--- src/rtl/pwm_pkg.sv ---
// Shared constants and helpers for the multi-channel PWM block.
package pwm_pkg;

   localparam int unsigned LARGURA_PADRAO       = 16;
   localparam int unsigned CANAIS_PADRAO        = 4;
   localparam int unsigned PRESC_LARGURA_PADRAO = 8;

   // Low bit index of channel 'canal' inside the packed duty vector.
   function automatic int unsigned lsb_canal(input int unsigned canal,
                                             input int unsigned largura);
      return canal * largura;
   endfunction

endpackage

--- src/rtl/divisor_prescaler.sv ---
// Prescaler tick generator: one tick every prescaler+1 clocks while enabled.
module divisor_prescaler #(
   parameter int unsigned PRESC_LARGURA = 8
) (
   input  logic                     clock,
   input  logic                     reset,
   input  logic                     habilita,
   input  logic [PRESC_LARGURA-1:0] prescaler,
   output logic                     tick
);

   logic [PRESC_LARGURA-1:0] conta_q, conta_d;

   // Tick at the limit; '>=' keeps the count bounded even if the limit shrinks.
   always_comb begin
      tick    = 1'b0;
      conta_d = conta_q;
      if (!habilita) begin
         conta_d = '0;
      end else if (conta_q >= prescaler) begin
         tick    = 1'b1;
         conta_d = '0;
      end else begin
         conta_d = conta_q + 1'b1;
      end
   end

   // Prescaler count register.
   always_ff @(posedge clock or negedge reset) begin
      if (!reset) begin
         conta_q <= '0;
      end else begin
         conta_q <= conta_d;
      end
   end

endmodule

--- src/rtl/pwm_multicanal.sv ---
// Multi-channel PWM with one shared period counter and boundary-synchronous
// reload of prescaler/period/duty. Optional output inversion: PWM_INVERSAO_EN.
module pwm_multicanal
   import pwm_pkg::*;
#(
   parameter int unsigned LARGURA       = LARGURA_PADRAO,
   parameter int unsigned CANAIS        = CANAIS_PADRAO,
   parameter int unsigned PRESC_LARGURA = PRESC_LARGURA_PADRAO
) (
   input  logic                       clock,
   input  logic                       reset,
   input  logic                       habilita,
   input  logic [PRESC_LARGURA-1:0]   prescaler,
   input  logic [LARGURA-1:0]         periodo,
   input  logic [CANAIS*LARGURA-1:0]  ciclo,
   input  logic                       carrega,
`ifdef PWM_INVERSAO_EN
   input  logic [CANAIS-1:0]          polaridade,
`endif
   output logic                       pendente,
   output logic                       fim_periodo,
   output logic [CANAIS-1:0]          saida
);

   logic [PRESC_LARGURA-1:0]  presc_a_q, presc_a_d;
   logic [LARGURA-1:0]        per_a_q, per_a_d;
   logic [CANAIS*LARGURA-1:0] ciclo_a_q, ciclo_a_d;
   logic [LARGURA-1:0]        cont_q, cont_d;
   logic                      pend_q, pend_d;
   logic                      fim_q, fim_d;
   logic [CANAIS-1:0]         saida_q, saida_d;
   logic [CANAIS-1:0]         inversao;
   logic                      tick;
   logic                      wrap;
   logic                      carga;

`ifdef PWM_INVERSAO_EN
   assign inversao = polaridade;
`else
   assign inversao = '0;
`endif

   divisor_prescaler #(
      .PRESC_LARGURA (PRESC_LARGURA)
   ) u_divisor (
      .clock     (clock),
      .reset     (reset),
      .habilita  (habilita),
      .prescaler (presc_a_q),
      .tick      (tick)
   );

   // Period counter, reload control and per-channel comparison.
   always_comb begin
      wrap      = tick && (cont_q >= per_a_q);
      cont_d    = cont_q;
      pend_d    = pend_q;
      carga     = 1'b0;
      presc_a_d = presc_a_q;
      per_a_d   = per_a_q;
      ciclo_a_d = ciclo_a_q;
      saida_d   = '0;

      if (!habilita) begin
         cont_d = '0;
         pend_d = 1'b0;
         carga  = 1'b1;
      end else begin
         if (tick) begin
            cont_d = wrap ? '0 : cont_q + 1'b1;
         end
         // A request arriving on the wrap clock is applied at that same wrap.
         if (wrap && (pend_q || carrega)) begin
            carga  = 1'b1;
            pend_d = 1'b0;
         end else if (carrega) begin
            pend_d = 1'b1;
         end
      end

      if (carga) begin
         presc_a_d = prescaler;
         per_a_d   = periodo;
         ciclo_a_d = ciclo;
      end

      fim_d = wrap;

      // Compare against the post-edge counter and post-edge active duty.
      for (int unsigned i = 0; i < CANAIS; i++) begin
         saida_d[i] = (habilita && (cont_d < ciclo_a_d[lsb_canal(i, LARGURA) +: LARGURA]))
                      ^ inversao[i];
      end
   end

   // State and active-copy registers.
   always_ff @(posedge clock or negedge reset) begin
      if (!reset) begin
         presc_a_q <= '0;
         per_a_q   <= '0;
         ciclo_a_q <= '0;
         cont_q    <= '0;
         pend_q    <= 1'b0;
         fim_q     <= 1'b0;
         saida_q   <= '0;
      end else begin
         presc_a_q <= presc_a_d;
         per_a_q   <= per_a_d;
         ciclo_a_q <= ciclo_a_d;
         cont_q    <= cont_d;
         pend_q    <= pend_d;
         fim_q     <= fim_d;
         saida_q   <= saida_d;
      end
   end

   assign pendente    = pend_q;
   assign fim_periodo = fim_q;
   assign saida       = saida_q;

endmodule

--- config.mk ---
export PLATFORM = sky130hd
export DESIGN_NAME = pwm_multicanal
export DESIGN_NICKNAME = d
export VERILOG_FILES = /design/src/rtl/pwm_pkg.sv /design/src/rtl/divisor_prescaler.sv /design/src/rtl/pwm_multicanal.sv
export SDC_FILE = /design/constraint.sdc
export NUM_CORES = 1
export LEC_CHECK = 0
export CAP_MARGIN = 10
export CELL_PAD_IN_SITES_DETAIL_PLACEMENT = 1
export CELL_PAD_IN_SITES_GLOBAL_PLACEMENT = 1
export CORE_ASPECT_RATIO = 1.75
export CORE_MARGIN = 8
export CORE_UTILIZATION = 43
export CTS_BUF_LIST = sky130_fd_sc_hd__clkbuf_16
export CTS_CLUSTER_DIAMETER = 100
export DETAILED_ROUTE_END_ITERATION = 10
export PLACE_DENSITY_LB_ADDON = 0.1
export SLEW_MARGIN = 20
export SYNTH_ARGS = -nofsm -noshare
export SYNTH_HDL_FRONTEND = slang
export SYNTH_SLANG_ARGS = --single-unit
--- constraint.sdc ---
create_clock -name clock -period 4.44 [get_ports clock]
set_input_delay 0.888 -clock clock [delete_from_list [all_inputs] [get_ports clock]]
set_output_delay 0.888 -clock clock [all_outputs]
set_load 0.03 [all_outputs]
==> qor.txt, run 1 <==
first-pass GRT wire length: 31300 um
Slew Limit Headroom: 23.4%
maximum fanout along the worst path: 4
first drt pass iteration count: 4
Fmax: 237 MHz
clk_lat worst skew: 420 ps
HP Class: flip-flop to flip-flop
RSZ-0062 raised after global routing: yes
sequential element share of the synthesized area: 44.5%
CTS tree: yes
Final period util: 95.2%
most common cell in the netlist: dfrtp_1
met2 Use GR: 38.0%
Rows: 60
Slew @ Worst Pin: 1140 ps
dpl hpwl: 14800 um
pin count of the biggest net entering global routing: 67
# DRC: 0
All-Layer GR Usage: 20.7%
LEAKAGE: 4.42 nW
hold-fix buffers at CTS: 0
top cell type's share of synthesized area: 44.5%
Synth top cells by count: 118 x dfrtp_1, 91 x inv_1, 86 x ha_1
Reg area: 2950 um2
total core area: 15200 um2
Syn Inst Count: 633
largest buffer count on any clock path: 2
total power: 0.00296 W
nets: 943
multi-input logic area: 3260 um2
Via density: 5.39
num ports: 98
Worst Setup End Kind: flip-flop
Distinct cells, synth: 43
Peak VDD IR: 225 uV
Hold Slack: 497 ps
Avg WL per Cell: 20.1 um
Sink Count: 118
Initial DRC Count: 116
antenna-violating nets left: 0
Seq cells post-synth: 118
CTS H-tree depth: 4
Area contributors post-synth: dfrtp_1 45%, ha_1 16%, mux2i_1 9.1%, inv_1 5.1%, nand2_1 2.6%
Area growth syn-to-layout: 29.9%
Worst Skew: 7.28 ps
endpoints failing setup: 0
number of port buffers: 97
die width: 110 um
final antenna diode count: 0
max_cap viols: 0
Avg Cell Area, Syn: 10.5 um2
full die area: 19800 um2
gr busiest metal: met2
syn_nets: 811
Fillers: 1671
Synth area leader: dfrtp_1
vias in the first global route: 6123
CP arrival: 4580 ps
final WL: 19400 um
Main synth FF type: dfrtp_1
crit path kind: flip-flop to flip-flop
CP Data Required Time: 4790 ps
met1 Use GR: 20.3%
CP startpoint kind: flip-flop
YS warnings: 0
share of synthesized registers carrying an async set or reset: 100%
Clock Pin Slew Worst Setup and Hold Paths: 50 ps
Slew Limit Fails: 0
Post-synth EDFFs: 0
gr ovfl total: 0
root buffer cell: clkbuf_16
status: finished clean
fraction of layout cells with a size suffix above 1: 10.2%
final hold vios: 0
PwrDens: 344 nW/um2
TritonCTS Buffers: 17
Final min period: 4230 ps
antenna violations before repair: 0
Die Height: 180 um
GR met3 Demand/Resource: 4.80%
GPL Wtd Cong: 0.859
via count: 5192
starting density of the core: 43.5%
Post-Syn Area: 6630 um2
## cells in the final DEF (no fill, tap or decap), drive strengths merged, types with 3 or more instances in the layout
master	synthesis	routed
xnor2	6	6
buf	12	31
a31o	3	3
o21ai	38	38
nand4	13	13
mux2i	60	60
nand2	46	46
a21o	10	10
clkdlybuf4s50	0	96
nor3	7	7
o21a	4	4
and3	8	8
a211oi	5	5
nor2b	3	3
dfrtp	118	118
nor2	35	35
clkbuf	2	17
ha	86	86
xor2	13	13
a21oi	24	24
nand3	17	17
inv	91	94
nand2b	4	4
a2111oi	6	6
clkinv	0	8
mux2	6	6
## stage by stage
stage	util (%)	setup slack, ps	setup TNS (ps)	instance area [um2]	instances
final	56.5	213	0	8610	964
after global routing	56.5	-12.5	-12.5	8610	964
after CTS	56.1	47.4	0	8540	962
after detailed placement	52.3	178	0	7960	930
after global placement	52.3	236	0	7960	930
after floorplan	-	642	0	6630	633
## path summary, 6_finish.rpt
check                                        startpoint                 endpoint  slack (ps)  cells after the start
worst max-delay path                cont_q[5]$_DFF_PN0_       saida[1]$_DFF_PN0_         210                     16
worst max register to register      cont_q[5]$_DFF_PN0_       saida[1]$_DFF_PN0_         210                     16
max in group asynchronous                         reset     cont_q[13]$_DFF_PN0_        2910                      2
worst min register to register  ciclo_a_q[22]$_DFF_PN0_  ciclo_a_q[22]$_DFF_PN0_         500                      2
worst min-delay path            ciclo_a_q[22]$_DFF_PN0_  ciclo_a_q[22]$_DFF_PN0_         500                      2
min in group asynchronous                         reset  per_a_q[10]$_DFFE_PN0N_         570                      1
## worst max-delay path, stage by stage, from the launching register on
cell and delay (ps):
dfrtp_1 460, ha_1 340, a211o_1 310, a21oi_1 180
o31ai_2 120, a211oi_4 320, o31ai_4 110, buf_12 140
buf_12 120, mux2i_1 220, ha_1 310, a21oi_1 230
nor2_1 90, a2111oi_1 400, o211ai_1 240, a2111oi_2 380
a31o_1 190
## repair_timing
action / 4_1_cts / 5_1_grt
setup endpoints to repair: 0 / 4
gates resized for setup: 0 / 11
buffers inserted: 0 / 2
## kinds of logic after synthesis
group / count (synthesis) / synth area share, %
muxes: 66 / 10.2
AOI/OAI and AO/OA: 100 / 9.87
adders and majority gates: 86 / 16.2
and+or+nand+nor: 139 / 9.77
xor gates and xnor gates: 19 / 2.51
DFF: 118 / 44.5
buffers and inverters: 105 / 6.87
## area by class of cell
class	count	share of cell area, %
clock buffers	17	4.94
clock inverters	15	1.79
inverters	91	3.97
multi-input cells	410	37.9
flip-flops and latches	118	34.3
well taps	186	2.70
repair buffers	127	14.4
## metal layers
metal  vias to the layer above  routed length, um
met5                         -                  0
met4                         0                933
met3                        59                754
met2                       123              10800
met1                      2568               6870
li1                       2442                  -
## state kept, by name, summed over array words and instances, names as in the netlist
| name | flops |
|---|---|
| fim_periodo | 1 |
| saida | 4 |
| ciclo_a_q | 64 |
| per_a_q | 16 |
| cont_q | 16 |
| pendente | 1 |
| presc_a_q | 8 |
| u_divisor.conta_q | 8 |
## power breakdown
group,total [W],leakage (nW),switching (W),internal (W)
registers,0.00119,1.44,0.0000302,0.00116
logic,0.000421,2.70,0.000224,0.000197
clock network,0.00135,0.279,0.000524,0.000827
total,0.00296,4.42,0.000778,0.00218
Note: power is estimated with default switching activity, not from simulation.
==> inputs of run 2 (changes only) <==
CORE_UTILIZATION = 35   (was 43)
SKIP_CTS_REPAIR_TIMING = 1   (was not set)
==> qor.txt, run 2 (same netlist as run 1, synthesis figures left out) <==
root buffer cell: clkbuf_16
endpoints failing setup: 0
Area growth syn-to-layout: 31.8%
worst slack, placed: 157 ps
antenna-violating nets left: 0
first drt pass iteration count: 4
gr ovfl total: 0
via count: 5094
Biggest register: ciclo_a_q
Slew @ Worst Pin: 851 ps
maximum fanout along the worst path: 14
Rows: 66
max_cap viols: 0
largest registers: ciclo_a_q x64, cont_q x16, per_a_q x16
All-Layer GR Usage: 16.9%
Peak VDD IR: 209 uV
number of port buffers: 97
vias in the first global route: 5946
Die Height: 198 um
Slew Limit Fails: 0
clk_lat worst skew: 420 ps
fraction of layout cells with a size suffix above 1: 9.86%
Final min period: 4190 ps
full die area: 23800 um2
die width: 120 um
setup tns final: 0 ps
TritonCTS Buffers: 17
Largest register FFs: 64
starting density of the core: 35.7%
Via density: 5.00
Initial DRC Count: 138
LEAKAGE: 4.46 nW
final antenna diode count: 0
CP Data Required Time: 4810 ps
min setup slack post-route: 245 ps
GPL Wtd Cong: 0.807
CTS tree: yes
first-pass GRT wire length: 31100 um
Final period util: 94.5%
final hold vios: 0
PwrDens: 359 nW/um2
num ports: 98
Sink Count: 118
largest buffer count on any clock path: 2
HP Class: flip-flop to flip-flop
CTS H-tree depth: 4
nets: 946
multi-input logic area: 3250 um2
Clock Pin Slew Worst Setup and Hold Paths: 60 ps
dpl hpwl: 14800 um
status: finished clean
Reg area: 2950 um2
antenna violations before repair: 0
total core area: 18600 um2
Worst Setup End Kind: flip-flop
commonest non-fill, non-tap cell in the layout: dfrtp_1
CP startpoint kind: flip-flop
final WL: 19600 um
crit path kind: flip-flop to flip-flop
Avg WL per Cell: 19.2 um
CP arrival: 4560 ps
# DRC: 0
commonest cells after routing, fill and taps aside: 118 x dfrtp_1, 96 x clkdlybuf4s50_1, 91 x inv_1
Fmax: 238 MHz
pin count of the biggest net entering global routing: 65
Fillers: 2081
Worst Skew: 6.94 ps
Slew Limit Headroom: 43.3%
run 2: cell count changes in the layout (fill, tap and decap cells not counted), sizes merged:
cell	before	now
clkinvlp	2	3
clkinv	8	3
inv	94	95
clkbuf	17	18
buf	31	33
bufinv	2	5
run 2: metal layers:
metal	track usage [%]	share of wire (%)
met1	17.4	39
met2	32.2	56
met3	3.88	3.3
met4	6.74	2.6
met5	0	0
run 2: worst max-delay path: stages (launching register included):
cell       delay, ps
dfrtp_1          430
ha_1             330
nand4_1          140
o31ai_2          340
a211oi_4         110
buf_4            160
o31ai_4          390
buf_12           170
buf_4            250
mux2i_1          270
ha_1             290
a21oi_1          140
nor2_1            50
a211oi_1         270
o211ai_1         180
a2111oi_2        420
a31o_1           180
run 2: worst paths after layout:
kind / start / to / slack (ps) / cells past startpoint
max reg2reg: cont_q[7]$_DFF_PN0_ / saida[1]$_DFF_PN0_ / 250 / 16
min: ciclo_a_q[55]$_DFF_PN0_ / ciclo_a_q[55]$_DFF_PN0_ / 490 / 2
max in group asynchronous: reset / ciclo_a_q[1]$_DFF_PN0_ / 2920 / 2
min reg2reg: ciclo_a_q[55]$_DFF_PN0_ / ciclo_a_q[55]$_DFF_PN0_ / 490 / 2
max: cont_q[7]$_DFF_PN0_ / saida[1]$_DFF_PN0_ / 250 / 16
min in group asynchronous: reset / per_a_q[8]$_DFFE_PN0N_ / 560 / 1
run 2: area by class of cell:
cell class | count | share of cell area [%]
Tap cell | 238 | 3.41
Multi-Input combinational cell | 410 | 37.1
Clock inverter | 15 | 2.56
Sequential cell | 118 | 33.8
Timing Repair Buffer | 130 | 14.3
Clock buffer | 17 | 4.87
Inverter | 91 | 3.91
run 2: power breakdown:
group          total [W]  internal [W]  switching (W)  leakage [nW]
sequential       0.00119       0.00116      0.0000296          1.44
combinational   0.000414      0.000196       0.000218          2.71
clock            0.00153      0.000998       0.000532         0.306
run 2: stage by stage:
step / std cells / hold WS [ps] / area [um2] / power, W / util [%]
finish: 1019 / 488 / 8740 / 0.00313 / 47.1
global route: 1019 / 516 / 8740 / 0.00327 / 47.1
CTS: 1013 / 496 / 8670 / 0.00318 / 46.7
detailed placement: 981 / 480 / 8020 / 0.00162 / 43.2
global placement: 981 / 471 / 8020 / 0.00160 / 43.2
floorplan: 633 / 453 / 6630 / 0.00143 / -
==> inputs of run 3 (changes only) <==
MAX_ROUTING_LAYER = met4   (was not set)
clock period = 5.1 ns   (was 4.44 ns; I/O delays follow)
==> qor.txt, run 3 (same netlist as run 1, synthesis figures left out) <==
status: finished clean
worst slack, placed: 508 ps
total power: 0.00257 W
All-Layer GR Usage: 17.5%
num ports: 98
Fillers: 2060
worst hold path startpoint: ciclo_a_q[17]$_DFF_PN0_
gr ovfl total: 0
CTS H-tree depth: 4
antenna violations before repair: 0
worst r2r dst: saida[1]$_DFF_PN0_
endpoints failing setup: 0
cells on worst reg2reg path: 16
Sink Count: 118
setup tns final: 0 ps
Slew Limit Headroom: 54.7%
crit path kind: flip-flop to flip-flop
total core area: 18600 um2
TritonCTS Buffers: 17
commonest non-fill, non-tap cell in the layout: dfrtp_1
max_cap viols: 0
Via density: 4.97
CP Data Required Time: 5460 ps
number of port buffers: 97
pin count of the biggest net entering global routing: 50
via count: 4970
Final period util: 89.8%
RSZ-0062 raised after global routing: no
multi-input logic area: 3230 um2
# DRC: 0
LEAKAGE: 4.34 nW
vias in the first global route: 5867
final WL: 18900 um
PwrDens: 302 nW/um2
full die area: 23800 um2
Reg area: 2950 um2
Worst Setup End Kind: flip-flop
Peak VDD IR: 198 uV
maximum fanout along the worst path: 11
hold path depth: 2
R2R Path Start: cont_q[0]$_DFF_PN0_
first-pass GRT wire length: 31300 um
final antenna diode count: 0
commonest cells after routing, fill and taps aside: 118 x dfrtp_1, 96 x clkdlybuf4s50_1, 94 x inv_1
antenna-violating nets left: 0
first drt pass iteration count: 5
Biggest register: ciclo_a_q
CTS tree: yes
min setup slack post-route: 519 ps
fraction of layout cells with a size suffix above 1: 6.82%
starting density of the core: 35.7%
reg2reg setup slack: 520 ps
Area growth syn-to-layout: 28.0%
root buffer cell: clkbuf_16
CP arrival: 4940 ps
nets: 928
Initial DRC Count: 110
dpl hpwl: 15200 um
HP Class: flip-flop to flip-flop
Inst Count DP: 969
final hold vios: 0
Largest register FFs: 64
Hold Path End: ciclo_a_q[17]$_DFF_PN0_
GPL Wtd Cong: 0.884
Worst Skew: 7.12 ps
Rows: 66
Avg WL per Cell: 18.9 um
Non-Filler Instances: 1001
Die Height: 198 um
Fmax: 218 MHz
Final min period: 4580 ps
Clock Pin Slew Worst Setup and Hold Paths: 50 ps
CP startpoint kind: flip-flop
Slew Limit Fails: 0
Slew @ Worst Pin: 677 ps
clk_lat worst skew: 420 ps
largest registers: ciclo_a_q x64, cont_q x16, per_a_q x16
largest buffer count on any clock path: 2
die width: 120 um
Final Util: 45.7%
## run 3: worst max-delay path by stage
stage / start / to / slack, ps / cells past startpoint
2_1_floorplan: cont_q[0]$_DFF_PN0_ / saida[1]$_DFF_PN0_ / 1300 / 16
3_3_place_gp: cont_q[0]$_DFF_PN0_ / saida[1]$_DFF_PN0_ / 560 / 16
3_5_place_dp: cont_q[0]$_DFF_PN0_ / saida[1]$_DFF_PN0_ / 510 / 17
4_1_cts: cont_q[0]$_DFF_PN0_ / saida[1]$_DFF_PN0_ / 470 / 17
5_1_grt: cont_q[0]$_DFF_PN0_ / saida[0]$_DFF_PN0_ / 190 / 17
6_report: cont_q[0]$_DFF_PN0_ / saida[1]$_DFF_PN0_ / 520 / 16
## run 3: power breakdown
part	internal [W]	leakage (nW)	total, W	switching (W)
clock network	0.000751	0.286	0.00118	0.000426
registers	0.00101	1.44	0.00104	0.0000259
logic	0.000166	2.61	0.000352	0.000187
total	0.00193	4.34	0.00257	0.000639
## run 3: worst max-delay path: stages, from the launching register on
cell and delay, ps:
dfrtp_1 390, inv_1 90, ha_1 230, nand2b_4 150, a2111oi_4 350, o31ai_2 140
a211oi_4 410, o21ai_0 280, buf_4 250, nor2_1 540, ha_1 370, a21oi_1 130
nor2_1 50, a211oi_1 350, o211ai_1 160, a2111oi_0 430, a31o_1 200
## run 3: through the flow
stage          hold slack, ps  area, um2
2_1_floorplan             453       6630
3_3_place_gp              472       7920
3_5_place_dp              479       7920
4_1_cts                   495       8490
5_1_grt                   517       8490
6_report                  492       8490
## run 3: per-layer routing
layer	up-vias	wire (um)	share of wire, %	track usage [%]
met2	93	10700	56	32.4
met1	2441	7320	39	17.8
met4	0	386	2.0	6.47
met5	-	0	0	-
li1	2411	-	-	-
met3	25	576	3.0	3.57
## run 3: cell type report
| class | instances | area share, % |
|---|---|---|
| Clock buffer | 17 | 5.01 |
| Timing Repair Buffer | 112 | 12.9 |
| Inverter | 91 | 4.02 |
| Sequential cell | 118 | 34.8 |
| Multi-Input combinational cell | 410 | 38.1 |
| Tap cell | 238 | 3.51 |
| Clock inverter | 15 | 1.72 |
